$ cat config.mk
export PLATFORM = sky130hd
export DESIGN_NAME = barcode_tx_sched
export DESIGN_NICKNAME = d
export VERILOG_FILES = /design/src/rtl/barcode_pkg.sv /design/src/rtl/barcode_tx_sched_sync_pulse.sv /design/src/rtl/barcode_tx_sched.sv
export SDC_FILE = /design/constraint.sdc
export NUM_CORES = 1
export LEC_CHECK = 0
export ABC_AREA = 1
export ABC_CLOCK_PERIOD_IN_PS = 2500
export CORE_ASPECT_RATIO = 0.9
export CORE_MARGIN = 1
export CORE_UTILIZATION = 47
export DETAILED_ROUTE_END_ITERATION = 10
export GPL_TIMING_DRIVEN = 1
export PLACE_DENSITY = 0.68
export SETUP_SLACK_MARGIN = 0.3
export SLEW_MARGIN = 25
export SYNTH_ARGS = -nofsm -noshare
export SYNTH_HDL_FRONTEND = slang
export SYNTH_SLANG_ARGS = --single-unit
$ cat constraint.sdc
create_clock -name clk -period 2.5 [get_ports clk]
set_input_delay 0.375 -clock clk [delete_from_list [all_inputs] [get_ports clk]]
set_output_delay 0.375 -clock clk [all_outputs]
set_load 0.005 [all_outputs]
$ cat src/rtl/barcode_pkg.sv
// Shared constants, FSM state type and EAN-13 check-digit helper for the
// barcode-to-UART scheduler.
package barcode_pkg;

    localparam int         DIGITS      = 13;
    localparam logic [7:0] ASCII_ZERO  = 8'h30;
    localparam logic [7:0] ASCII_CR    = 8'h0D;
    localparam logic [7:0] ASCII_LF    = 8'h0A;
    localparam int         FRAME_BYTES = 15;

    typedef enum logic [1:0] {
        ST_IDLE,
        ST_CAPTURE,
        ST_CHECK,
        ST_SEND
    } state_t;

    // Weights 1,3,1,3... from the leftmost digit down to digit 1; the sum of
    // twelve weighted digits never exceeds 216, so 8 bits suffice.
    function automatic logic [3:0] ean13_check(input logic [DIGITS*4-1:0] code);
        logic [7:0] sum;
        logic [7:0] rem;
        sum = '0;
        for (int i = DIGITS - 1; i >= 1; i--) begin
            if (((DIGITS - 1 - i) % 2) == 1)
                sum = sum + 8'(code[i*4 +: 4]) * 8'd3;
            else
                sum = sum + 8'(code[i*4 +: 4]);
        end
        rem = sum % 8'd10;
        return (rem == 8'd0) ? 4'd0 : 4'(8'd10 - rem);
    endfunction

endpackage

$ cat src/rtl/barcode_tx_sched_sync_pulse.sv
// Two-flop synchroniser followed by a rising-edge detector; emits a one-cycle
// pulse in the destination clock domain.
module sync_pulse (
    input  logic clk,
    input  logic rst_n,
    input  logic din,
    output logic pulse
);

    logic [2:0] sr;

    always_ff @(posedge clk or negedge rst_n) begin
        if (!rst_n)
            sr <= '0;
        else
            sr <= {sr[1:0], din};
    end

    assign pulse = sr[1] & ~sr[2];

endmodule

$ cat src/rtl/barcode_tx_sched.sv
// Barcode scan scheduler: synchronises scan strobes, validates and de-duplicates
// codes, then streams each as ASCII digits + CR LF. Define CHECKSUM_EN to also
// reject codes whose EAN-13 check digit does not match.
module barcode_tx_sched #(
    parameter int DIGITS         = 13,
    parameter int HOLDOFF_CYCLES = 50_000_000
) (
    input  logic                  clk,
    input  logic                  rst_n,
    input  logic                  scan_en,
    input  logic [DIGITS*4-1:0]   scan_data,
    output logic [7:0]            tx_data,
    output logic                  tx_valid,
    input  logic                  tx_ready,
    output logic                  busy,
    output logic [15:0]           frame_cnt,
    output logic [7:0]            err_cnt
);
    import barcode_pkg::*;

    localparam int N_BYTES = DIGITS + 2;
    localparam int IDX_W   = $clog2(N_BYTES);
    localparam int HOLD_W  = $clog2(HOLDOFF_CYCLES + 1);
    localparam logic [IDX_W-1:0]  IDX_CR    = IDX_W'(DIGITS);
    localparam logic [IDX_W-1:0]  IDX_LF    = IDX_W'(DIGITS + 1);
    localparam logic [HOLD_W-1:0] HOLD_LOAD = HOLD_W'(HOLDOFF_CYCLES - 1);

    state_t                state_q, state_d;
    logic                  scan_pulse;
    logic [DIGITS*4-1:0]   code_q, last_code;
    logic                  dup_valid;
    logic [HOLD_W-1:0]     hold_cnt;
    logic [IDX_W-1:0]      idx;
    logic                  digit_bad, cks_bad, is_dup, hs, last_hs;
    logic [7:0]            byte_sel;

    sync_pulse u_sync (
        .clk   (clk),
        .rst_n (rst_n),
        .din   (scan_en),
        .pulse (scan_pulse)
    );

    always_comb begin
        digit_bad = 1'b0;
        for (int i = 0; i < DIGITS; i++)
            if (code_q[i*4 +: 4] > 4'd9) digit_bad = 1'b1;
    end

`ifdef CHECKSUM_EN
    assign cks_bad = (ean13_check(code_q) != code_q[3:0]);
`else
    assign cks_bad = 1'b0;
`endif

    assign is_dup  = dup_valid && (code_q == last_code) && (hold_cnt != '0);
    assign hs      = tx_valid && tx_ready;
    assign last_hs = (state_q == ST_SEND) && hs && (idx == IDX_LF);
    assign busy    = (state_q != ST_IDLE);

    // idx rests at 0 outside SEND, so the first digit is ready during CHECK.
    always_comb begin
        byte_sel = ASCII_LF;
        if (idx == IDX_CR) byte_sel = ASCII_CR;
        for (int i = 0; i < DIGITS; i++)
            if (idx == IDX_W'(i))
                byte_sel = ASCII_ZERO + {4'h0, code_q[(DIGITS-1-i)*4 +: 4]};
    end

    always_ff @(posedge clk or negedge rst_n) begin
        if (!rst_n)
            state_q <= ST_IDLE;
        else
            state_q <= state_d;
    end

    always_comb begin
        state_d = state_q;
        case (state_q)
            ST_IDLE:    if (scan_pulse) state_d = ST_CAPTURE;
            ST_CAPTURE: state_d = ST_CHECK;
            ST_CHECK:   state_d = (digit_bad || cks_bad || is_dup) ? ST_IDLE : ST_SEND;
            ST_SEND:    if (last_hs) state_d = ST_IDLE;
            default:    state_d = ST_IDLE;
        endcase
    end

    always_ff @(posedge clk or negedge rst_n) begin
        if (!rst_n) begin
            code_q    <= '0;
            last_code <= '0;
            dup_valid <= 1'b0;
            hold_cnt  <= '0;
            idx       <= '0;
            tx_valid  <= 1'b0;
            tx_data   <= 8'h00;
            frame_cnt <= '0;
            err_cnt   <= '0;
        end else begin
            if (hold_cnt != '0) hold_cnt <= hold_cnt - 1'b1;
            case (state_q)
                ST_CAPTURE: code_q <= scan_data;
                ST_CHECK: begin
                    if (digit_bad || cks_bad) begin
                        if (err_cnt != 8'hFF) err_cnt <= err_cnt + 8'd1;
                    end else if (!is_dup) begin
                        tx_valid <= 1'b1;
                        tx_data  <= byte_sel;
                    end
                end
                ST_SEND: begin
                    if (hs) begin
                        tx_valid <= 1'b0;
                        if (idx == IDX_LF) begin
                            idx       <= '0;
                            frame_cnt <= frame_cnt + 16'd1;
                            last_code <= code_q;
                            dup_valid <= 1'b1;
                            hold_cnt  <= HOLD_LOAD;
                        end else begin
                            idx <= idx + 1'b1;
                        end
                    end else if (!tx_valid) begin
                        tx_valid <= 1'b1;
                        tx_data  <= byte_sel;
                    end
                end
                default: ;
            endcase
        end
    end

endmodule

# Word level (Yosys, flattened, before mapping)
# Cells that the tools add are included.
[classes]
n_addsub = 17
n_div = 0
bitwise = 2
n_shift = 0
order_cmp = 13
reduce_logical = 17
muxes = 45
n_mul = 0
eq_ne = 25
[ops]
columns = ["op", "n"]
rows = [
  ["$mux 8", 17],
  ["$mux 26", 4],
  ["$add 6x4->7 const A", 13],
  ["$eq 52x52->1", 1],
  ["$gt 4x4->1 const B", 13],
  ["$eq 4x4->1 const B", 7],
  ["$reduce_bool 26->1", 1],
  ["$sub 26x1->26 const B", 1],
  ["$add 16x1->16 const B", 1],
  ["$eq 4x3->1 const B", 4],
  ["$mux 1", 16],
  ["$pmux 8 s2", 1],
  ["$ne 2x2->1 const B", 6],
  ["$reduce_and 3->1", 3],
  ["$add 8x1->8 const B", 1],
  ["$eq 4x2->1 const B", 2],
  ["$ne 8x8->1 const B", 1],
  ["$pmux 2 s4", 1],
  ["$mux 2", 3],
  ["$logic_and 1x1->1", 5],
  ["$reduce_and 5->1", 1],
  ["$add 4x1->4 const B", 1],
  ["$eq 2x2->1 const B", 2],
  ["$eq 4x1->1 const B", 1],
  ["11 further kinds", 13],
]
[word_totals]
in_bits = 56
latchBits = 0
ramBits = 0
word_cells = 130
mem_bits_ro = 0
register_bits = 173
output_inout_bits = 34
mem_count = 0

# Longest topological paths before layout
# Gate-level depths: netlist of run 1.
[depth]
depth_word = 18
mapped_depth = 15
mapped_depth_nobuf = 15

# By module
# Synthesis of run 1 repeated with hierarchy kept, for this count alone.
[hier_totals]
cells_unflattened = 1104
area_unflattened_um2 = 8529.4
[by_module_without_submodules]
columns = ["module", "instances", "seq_area_each_um2", "area_each_um2", "cells_per_inst"]
rows = [
  ["barcode_tx_sched", 1, 4179.0, 8444.3, 1099],
  ["sync_pulse", 1, 75.1, 85.1, 5],
]

# Least setup slack after synthesis of run 1
# No wires, ideal clock.
[synth_path]
path_type = "reg-to-reg"
start = "register hold_cnt[0]"
end = "register hold_cnt[13]"
n_path_buf = 0
path_stages_with_launch = 14
period_less_slack_ns = 1.883
setup_slack_ns = 0.617
setup_time_ns = 0.129
arrival_time_ns = 1.754
required_ns = 2.371
path_cell_list = "dfrtp_1 -> inv_1 -> ha_1 -> nand3_1 -> nor2_1 -> nand3b_1 -> nor2_2 -> nand3_1 -> inv_1 -> nor2_2 -> nand2_1 -> nor2_2 -> a21oi_1 -> o21ai_0"
[synth_via]
elab_chain_cells = 5
elab_cells_between_ends = 6
cone_classes = "1 x add/sub; 4 x mux; 1 x reduce/logical"
[synth_lines]
columns = ["element", "line_no", "rtl"]
rows = [
  ["start: declaration", "barcode_tx_sched.sv:32", "logic [HOLD_W-1:0] hold_cnt;"],
  ["start signal: assignment", "barcode_tx_sched.sv:100", "if (hold_cnt != '0) hold_cnt <= hold_cnt - 1'b1;"],
  ["$sub 26x1->26 or $reduce_bool 26->1 (tied branches)", "barcode_tx_sched.sv:100", ""],
  ["$mux 26 *", "barcode_tx_sched.sv:100", ""],
  ["$mux 26", "barcode_tx_sched.sv:114", "if (idx == IDX_LF) begin"],
  ["$mux 26", "barcode_tx_sched.sv:112", "if (hs) begin"],
  ["$mux 26 *", "barcode_tx_sched.sv:101", "case (state_q)"],
]
# Mark *: on every way between the ends. The rest lies on a longest branch, timed or not.
# A chain may end at the register's enable or synchronous reset.

# Worst setup path in the final report of run 1
[layout_path]
start = "register hold_cnt[0]"
end = "register hold_cnt[16]"
# The elaborated chain is that of the path after synthesis.

==> impl_results.md, run 1 <==
* CTS root buffer: clkbuf_16
* Multi-input gate area at 3680 um2
* Clock Latency Late Sink at 430 ps
* Slew margin rel. at 54.0%
* Via/cell ratio at 5.09
* Pin count of the biggest net entering global routing at 72
* H-tree depth at 4
* Vias in the first global route at 6971
* WS Path Type: flop to flop
* Drt total wl at 22.1 mm
* Endpoint class of the critical path: flop
* Worst Path Required at 2820 ps
* Placeable core area at 17700 um2
* Post-synth EDFFs at 0
* Clock buffer depth at 2
* Buffers & Inverters on Critical Path at 5
* Final setup vio count at 0
* Seq/Total Area, Yosys at 50.0%
* Total congestion overflow at 0
* Status: completed
* CTS tree: yes
* Crit-path max cell delay at 430 ps
* CP max stage cell: dfrtp_2
* Fin crit period at 2030 ps
* Max rail drop VDD at 0.623 mV
* Delay-heaviest family, CP: simple AND/OR/NAND/NOR gates
* DR DRC count at 0
* Least-Margin Pin Slew at 691 ps
* Final critical-path setup slack at 469 ps
* Final Hold Fails at 0
* CP max FO at 5
* Fin Setup TNS at 0 ps
* Ys Warns at 0
* Ys async rst share at 100%
* Yosys reg bits at 170
* Cell variety after synth at 41
* Max Cap Viol at 0
* Total I/O pin count at 90
* Unrepaired setup endpoints after global routing: true
* DRT Pass-1 Iters at 5
* I/O Buffers at 87
* Rows at 46
* Syn Std Cell Area at 8500 um2
* Fillers at 1660
* HP Class: flop to flop
* Die W at 144 um
* First-pass GRT wire length at 36.1 mm
* TritonCTS buffer count at 17
* Final worst-path cycle share at 81.2%
* Place WS at 106 ps
* Via count at 7400
* Mapped Cells at 1102
* Area growth, synth to finish at 22.9%
* Final HPWL DP at 16.3 mm
* Drt wl/cell at 15.2 um
* Layout cells sized above 1 at 7.57%
* Die Y at 130 um
* Final #Nets at 1261
* Crit-path cells: inv_2, ha_2, buf_4, inv_1, nor2_1, nand2_1, inv_2, nand3_1, nor2_2, nand4_1, a21o_1, nand3_1, inv_1
* Initial antenna violation count at 0
* Initial Util at 48.1%
* Total track usage at 25.8%
* Design Power at 10.9 mW
* Full die area at 18600 um2
* Detail Route Antenna Nets at 0
* Slew Viols, Final at 0
* PD cells at 1040 nW/um2
* Sequential cell area at 4260 um2
* Gpl congestion at 0.889
* Startpoint Class: flop
* CTS Sinks at 170
* Number of inserted diodes at 0
* Fmax at 492 MHz
* Dpl cell area at 9730 um2
* LEAKAGE at 5.01 nW
* Synth Flop Type: dfrtp_1
* Avg Cell Area, Syn at 7.71 um2
* CTS clk-pin slew, worst paths at 70 ps
* 1st-iter DRT viols at 583
* Fin util at 59.1%
* Skew final at 7.68 ps
* Post-route cell area at 10400 um2
* CP arrival at 2350 ps
==> repair_timing <==
item / CTS / global route
hold buffers: 1 / 0
pin swaps: 0 / 3
endpoints found under the hold margin: 49 / 0
endpoints found under the setup margin: 10 / 30
gates resized for setup: 3 / 17
setup buffers: 0 / 3
==> synth_stat cells (2+ instances only) <==
| cell | n | area (um2) |
|---|---|---|
| a21o_1 | 2 | 15.0 |
| a21oi_1 | 60 | 300 |
| a31o_2 | 2 | 17.5 |
| buf_1 | 2 | 7.51 |
| buf_4 | 3 | 22.5 |
| clkbuf_1 | 23 | 86.3 |
| dfrtp_1 | 170 | 4250 |
| ha_1 | 3 | 37.5 |
| inv_1 | 129 | 484 |
| inv_2 | 3 | 11.3 |
| mux2_2 | 4 | 45.0 |
| nand2_1 | 294 | 1100 |
| nand2_2 | 2 | 12.5 |
| nand3_1 | 56 | 280 |
| nand3b_1 | 5 | 37.5 |
| nand4_1 | 12 | 75.1 |
| nor2_1 | 155 | 582 |
| nor2_2 | 4 | 25.0 |
| nor2_4 | 3 | 33.8 |
| nor3_1 | 8 | 40.0 |
| nor3_2 | 2 | 20.0 |
| nor4_1 | 3 | 18.8 |
| o211ai_1 | 2 | 15.0 |
| o21ai_0 | 102 | 510 |
| o21ai_1 | 2 | 10.0 |
| o22ai_1 | 3 | 18.8 |
| o31ai_1 | 3 | 22.5 |
| or2_2 | 2 | 12.5 |
| xnor2_1 | 16 | 140 |
| xor2_1 | 16 | 140 |
==> metal layers <==
metal / GRT usage [%] / wire (um)
met5: 0 / 0
met3: 5.03 / 1040
met1: 35.0 / 9950
met4: 8.76 / 547
met2: 41.5 / 10600
==> worst reg2reg max path: stages, from the launching register on <==
cell and delay [ps]:
dfrtp_2 430, inv_2 80, ha_2 200, buf_4 140, inv_1 50, nor2_1 130
nand2_1 110, inv_2 90, nand3_1 80, nor2_2 180, nand4_1 150, a21o_1 180
nand3_1 60, inv_1 50
==> path summary, 6_finish.rpt <==
path / from / end / slack [ps] / cells past startpoint
worst min-delay path: u_sync.sr[0]$_DFF_PN0_ / u_sync.sr[1]$_DFF_PN0_ / 370 / 0
max in group asynchronous: rst_n / last_code[16]$_DFFE_PN0P_ / 1340 / 3
worst max register to register: hold_cnt[0]$_DFF_PN0_ / hold_cnt[16]$_DFF_PN0_ / 470 / 13
worst max-delay path: hold_cnt[0]$_DFF_PN0_ / hold_cnt[16]$_DFF_PN0_ / 470 / 13
worst min register to register: u_sync.sr[0]$_DFF_PN0_ / u_sync.sr[1]$_DFF_PN0_ / 370 / 0
min in group asynchronous: rst_n / hold_cnt[1]$_DFF_PN0_ / 490 / 2
==> layout by cell type, fill, tap and decap left out, drive strengths merged, types with 3 or more instances in the layout <==
| cell type | count |
|---|---|
| nand2 | 297 |
| dfrtp | 170 |
| nor2 | 163 |
| inv | 132 |
| o21ai | 104 |
| clkdlybuf4s50 | 86 |
| a21oi | 60 |
| nand3 | 57 |
| buf | 22 |
| clkbuf | 21 |
| xor2 | 16 |
| xnor2 | 16 |
| nand4 | 13 |
| nor3 | 10 |
| nand3b | 5 |
| mux2 | 4 |
| clkinvlp | 4 |
| bufinv | 4 |
| nor4 | 3 |
| o31ai | 3 |
| o22ai | 3 |
| ha | 3 |
| clkinv | 3 |
==> final cells by class <==
type	instances	share of cell area [%]
inverter	132	4.74
tap	240	2.87
clock inverter	11	1.62
timing repair buffer	109	10.4
sequential	170	40.7
clock buffer	21	4.41
multi-input combinational	772	35.2
==> per-stage QoR <==
step	std cells	hold WS (ps)
floorplan	1103	79.4
global placement	1419	336
detailed placement	1419	351
CTS	1452	366
global route	1455	377
finish	1455	365
==> where the power goes <==
part | internal, mW | switching (mW) | total (mW)
clock network | 1.72 | 1.09 | 2.82
registers | 3.69 | 0.849 | 4.54
logic | 1.34 | 2.16 | 3.50
total | 6.76 | 4.11 | 10.9
==> registers in the layout, summed over array words and instances, names as in the netlist <==
name / cells
last_code: 52
err_cnt: 8
u_sync.sr: 3
tx_valid: 1
state_q: 2
hold_cnt: 26
tx_data: 5
dup_valid: 1
frame_cnt: 16
code_q: 52
idx: 4
==> kinds of logic after synthesis <==
family / after synthesis / synth area share (%)
and+or+nand+nor: 552 / 27.3
AOI/OAI and AO/OA: 179 / 11.0
DFF: 170 / 50.0
buffers and inverters: 161 / 7.33
xor gates and xnor gates: 32 / 3.30
muxes: 4 / 0.530
adders and majority gates: 3 / 0.442
other: 1 / 0.0441
No activity file was read; power rests on OpenSTA's default activity.
==> run 2: changes to the inputs <==
- ABC_CLOCK_PERIOD_IN_PS: 2500 -> 2000
- clock period: 2.5 -> 2 ns (I/O delays scaled with it)
==> run 2 against run 1 <==
  * Critical endpoint is now hold_cnt[13]$_DFF_PN0_
  * Via count increased by 9.7%
  * Combinational power is 65% higher
  * Wire length increased by 9.9%
  * Power up 36%
  * Sequential power increased by 25%
  * Highest routed layer unchanged
  * Worst hold slack got worse by 40 ps
  * Count of clock-buffer cells in the layout is 2 lower
  * Flip-flop and latch count unchanged
  * Utilization rose by 7.7 points
  * Die area unchanged
  * Largest cell class unchanged
==> impl_results.md, run 2 (synthesized netlist as in run 1, its figures left out) <==
* CTS clk-pin slew, worst paths at 70 ps (about the same)
* CTS Sinks at 170 (unchanged)
* Post-route cell area at 11800 um2 (+13%)
* Die W at 144 um (unchanged)
* Crit-path max cell delay at 430 ps (about the same)
* Reg2reg path depth at 12 (-1)
* HP Class: input pin to flop
* TritonCTS buffer count at 17 (unchanged)
* Seq pwr share at 38.4% (-3.4 points)
* Detail Route Antenna Nets at 0 (unchanged)
* Dpl cells at 1476 (+4.0%)
* H-tree depth at 4 (unchanged)
* Fillers at 1461 (-12%)
* Max Cap Viol at 0 (unchanged)
* Worst hold path endpoint: u_sync.sr[0]$_DFF_PN0_
* Clock share of power at 22.5% (-3.4 points)
* Status: completed
* Max rail drop VDD at 0.826 mV (+33%)
* R2R Path End: hold_cnt[13]$_DFF_PN0_
* Combinational share of power at 39.1% (+6.8 points)
* Skew final at 10.5 ps (+2.80 ps)
* Total I/O pin count at 90 (unchanged)
* Fin util at 66.8% (+7.7 points)
* Layout cells sized above 1 at 22.9% (+15 points)
* Fmax at 535 MHz (+8.8%)
* Full die area at 18600 um2 (unchanged)
* Clock buffer depth at 2 (unchanged)
* Final worst-path cycle share at 93.4% (+12 points)
* Hold Path Depth at 1 (+1)
* Initial antenna violation count at 0 (unchanged)
* CP max stage cell: dfrtp_1
* Total congestion overflow at 0 (unchanged)
* Metal2 WL at 12.0 mm (+13%)
* Place WS at -153 ps (-259 ps)
* Slew Viols, Final at 0 (unchanged)
* Rows at 46 (unchanged)
* Met1 WL at 10.5 mm (+5.9%)
* Leading registers by flop count: code_q: 52 flops, last_code: 52 flops, hold_cnt: 26 flops
* Buffers & Inverters on Critical Path at 2 (-3)
* Most frequent cells in the layout: 275 x nand2_1, 161 x dfrtp_1, 126 x nor2_1
* Reg2Reg Setup Slack at 130 ps (-340 ps)
* Final HPWL DP at 17.1 mm (+4.4%)
* Total track usage at 26.7% (+0.94 points)
* Final Hold Fails at 0 (unchanged)
* Drt total wl at 24.3 mm (+9.9%)
* Unrepaired setup endpoints after global routing: true
* Top layer in use: met4
* CP max FO at 7 (+2)
* First-pass GRT wire length at 37.9 mm (+5.2%)
* DR DRC count at 0 (unchanged)
* Number of inserted diodes at 0 (unchanged)
* Delay-heaviest family, CP: simple AND/OR/NAND/NOR gates
* Drt wl/cell at 15.4 um (+1.5%)
* DRT Pass-1 Iters at 5 (unchanged)
* WS Path Type: flop to flop
* Worst Path Required at 2310 ps (-510 ps)
* Pin count of the biggest net entering global routing at 52 (-28%)
* Gpl congestion at 0.898 (+1.0%)
* Final setup vio count at 0 (unchanged)
* Multi-input gate area at 4050 um2 (+10%)
* Sequential cell area at 4270 um2 (+0.24%)
* Fin crit period at 1870 ps (-164 ps)
* CTS tree: yes
* Internal power at 9.05 mW (+34%)
* Vias in the first global route at 7620 (+9.3%)
* Crit-path cells: nor2_2, nand2_2, inv_1, nand3b_1, nor2_2, nand3_4, inv_4, nor2_4, nand2_2, nor2_4, a21oi_1, o21ai_1
* Via count at 8119 (+9.7%)
* Die Y at 130 um (unchanged)
* Area growth, synth to finish at 38.9%
* Final critical-path setup slack at 133 ps (-336 ps)
* P_sw at 5.71 mW (+39%)
* Final #Nets at 1382 (+9.6%)
* PD cells at 1250 nW/um2 (+20%)
* Fin Setup TNS at 0 ps (unchanged)
* I/O Buffers at 87 (unchanged)
* Dpl cell area at 10200 um2 (+5.2%)
* CTS root buffer: clkbuf_16
* Design Power at 14.8 mW (+36%)
* Startpoint Class: flop
* Placeable core area at 17700 um2 (unchanged)
* CP arrival at 2180 ps (-170 ps)
* Commonest non-fill, non-tap cell in the layout: nand2_1
* Via/cell ratio at 5.15 (+1.3%)
* Metal3 WL at 1.19 mm (+14%)
* Reg2reg start: hold_cnt[8]$_DFF_PN0_
* Non-filler cells, final at 1576 (+8.3%)
* Endpoint class of the critical path: flop
* Initial Util at 48.1% (unchanged)
* Clock Latency Late Sink at 430 ps (about the same)
* 1st-iter DRT viols at 617 (+5.8%)
* Switch share at 38.7% (+0.90 points)
* LEAKAGE at 5.76 nW (+15%)
* Min Hold Slack at 325 ps (-39.7 ps)
* Min-delay src: scan_en
## run 2: cell types whose count changed in the layout (fill, tap and decap cells not counted), moves of 14 or more
cell,delta
buf_4,+103
buf_6,+15
nor2_1,-27
nand2_1,-14
o21ai_0,-15
nor2_2,+20
inv_1,-16
## run 2: power by group through the flow
stage          clock network, mW  registers (mW)  logic, mW
2_1_floorplan                  0            5.39       2.89
3_5_place_dp                   0            5.65       4.91
5_1_grt                     3.47            5.82       6.45
3_3_place_gp                   0            5.63       4.80
6_report                    3.32            5.67       5.78
4_1_cts                     3.35            5.63       5.31
## run 2: cell type report
class                           instances  share of cell area [%]
Inverter                              132                    4.26
Sequential cell                       170                    36.1
Clock buffer                           19                    3.75
Clock inverter                         13                    1.24
Tap cell                              240                    2.54
Timing Repair Buffer                  230                    17.7
Multi-Input combinational cell        772                    34.3
## run 2: timing repair
| item | CTS | global route |
|---|---|---|
| cloned | 0 | 1 |
| pin swaps | 31 | 45 |
| resized for setup | 67 | 91 |
| endpoints found under the hold margin | 40 | 0 |
| setup endpoints to repair | 70 | 103 |
| setup buffers | 34 | 32 |
| hold buffers | 1 | 0 |
## run 2: worst max path at each step
stage	cells past startpoint	end	slack [ps]	start
6_report	12	hold_cnt[13]$_DFF_PN0_	130	hold_cnt[8]$_DFF_PN0_
4_1_cts	13	tx_data[1]$_DFFE_PN0P_	160	hold_cnt[0]$_DFF_PN0_
3_5_place_dp	11	frame_cnt[12]$_DFFE_PN0P_	-150	tx_ready
3_3_place_gp	11	frame_cnt[14]$_DFFE_PN0P_	-60	tx_ready
2_1_floorplan	13	hold_cnt[13]$_DFF_PN0_	290	hold_cnt[0]$_DFF_PN0_
5_1_grt	13	tx_data[1]$_DFFE_PN0P_	20	idx[3]$_DFFE_PN0P_
## run 2: per-layer routing
metal | vias to the layer above | track usage [%]
li1 | 3949 | -
met4 | 0 | 9.26
met1 | 3901 | 34.6
met2 | 233 | 45.0
met5 | - | 0
met3 | 36 | 5.14
==> run 3: changes to the inputs <==
- CTS_CLUSTER_SIZE: unset -> 10
==> results of run 3 <==
Same layout as run 2: the final DEF is identical, and so are final timing and power.
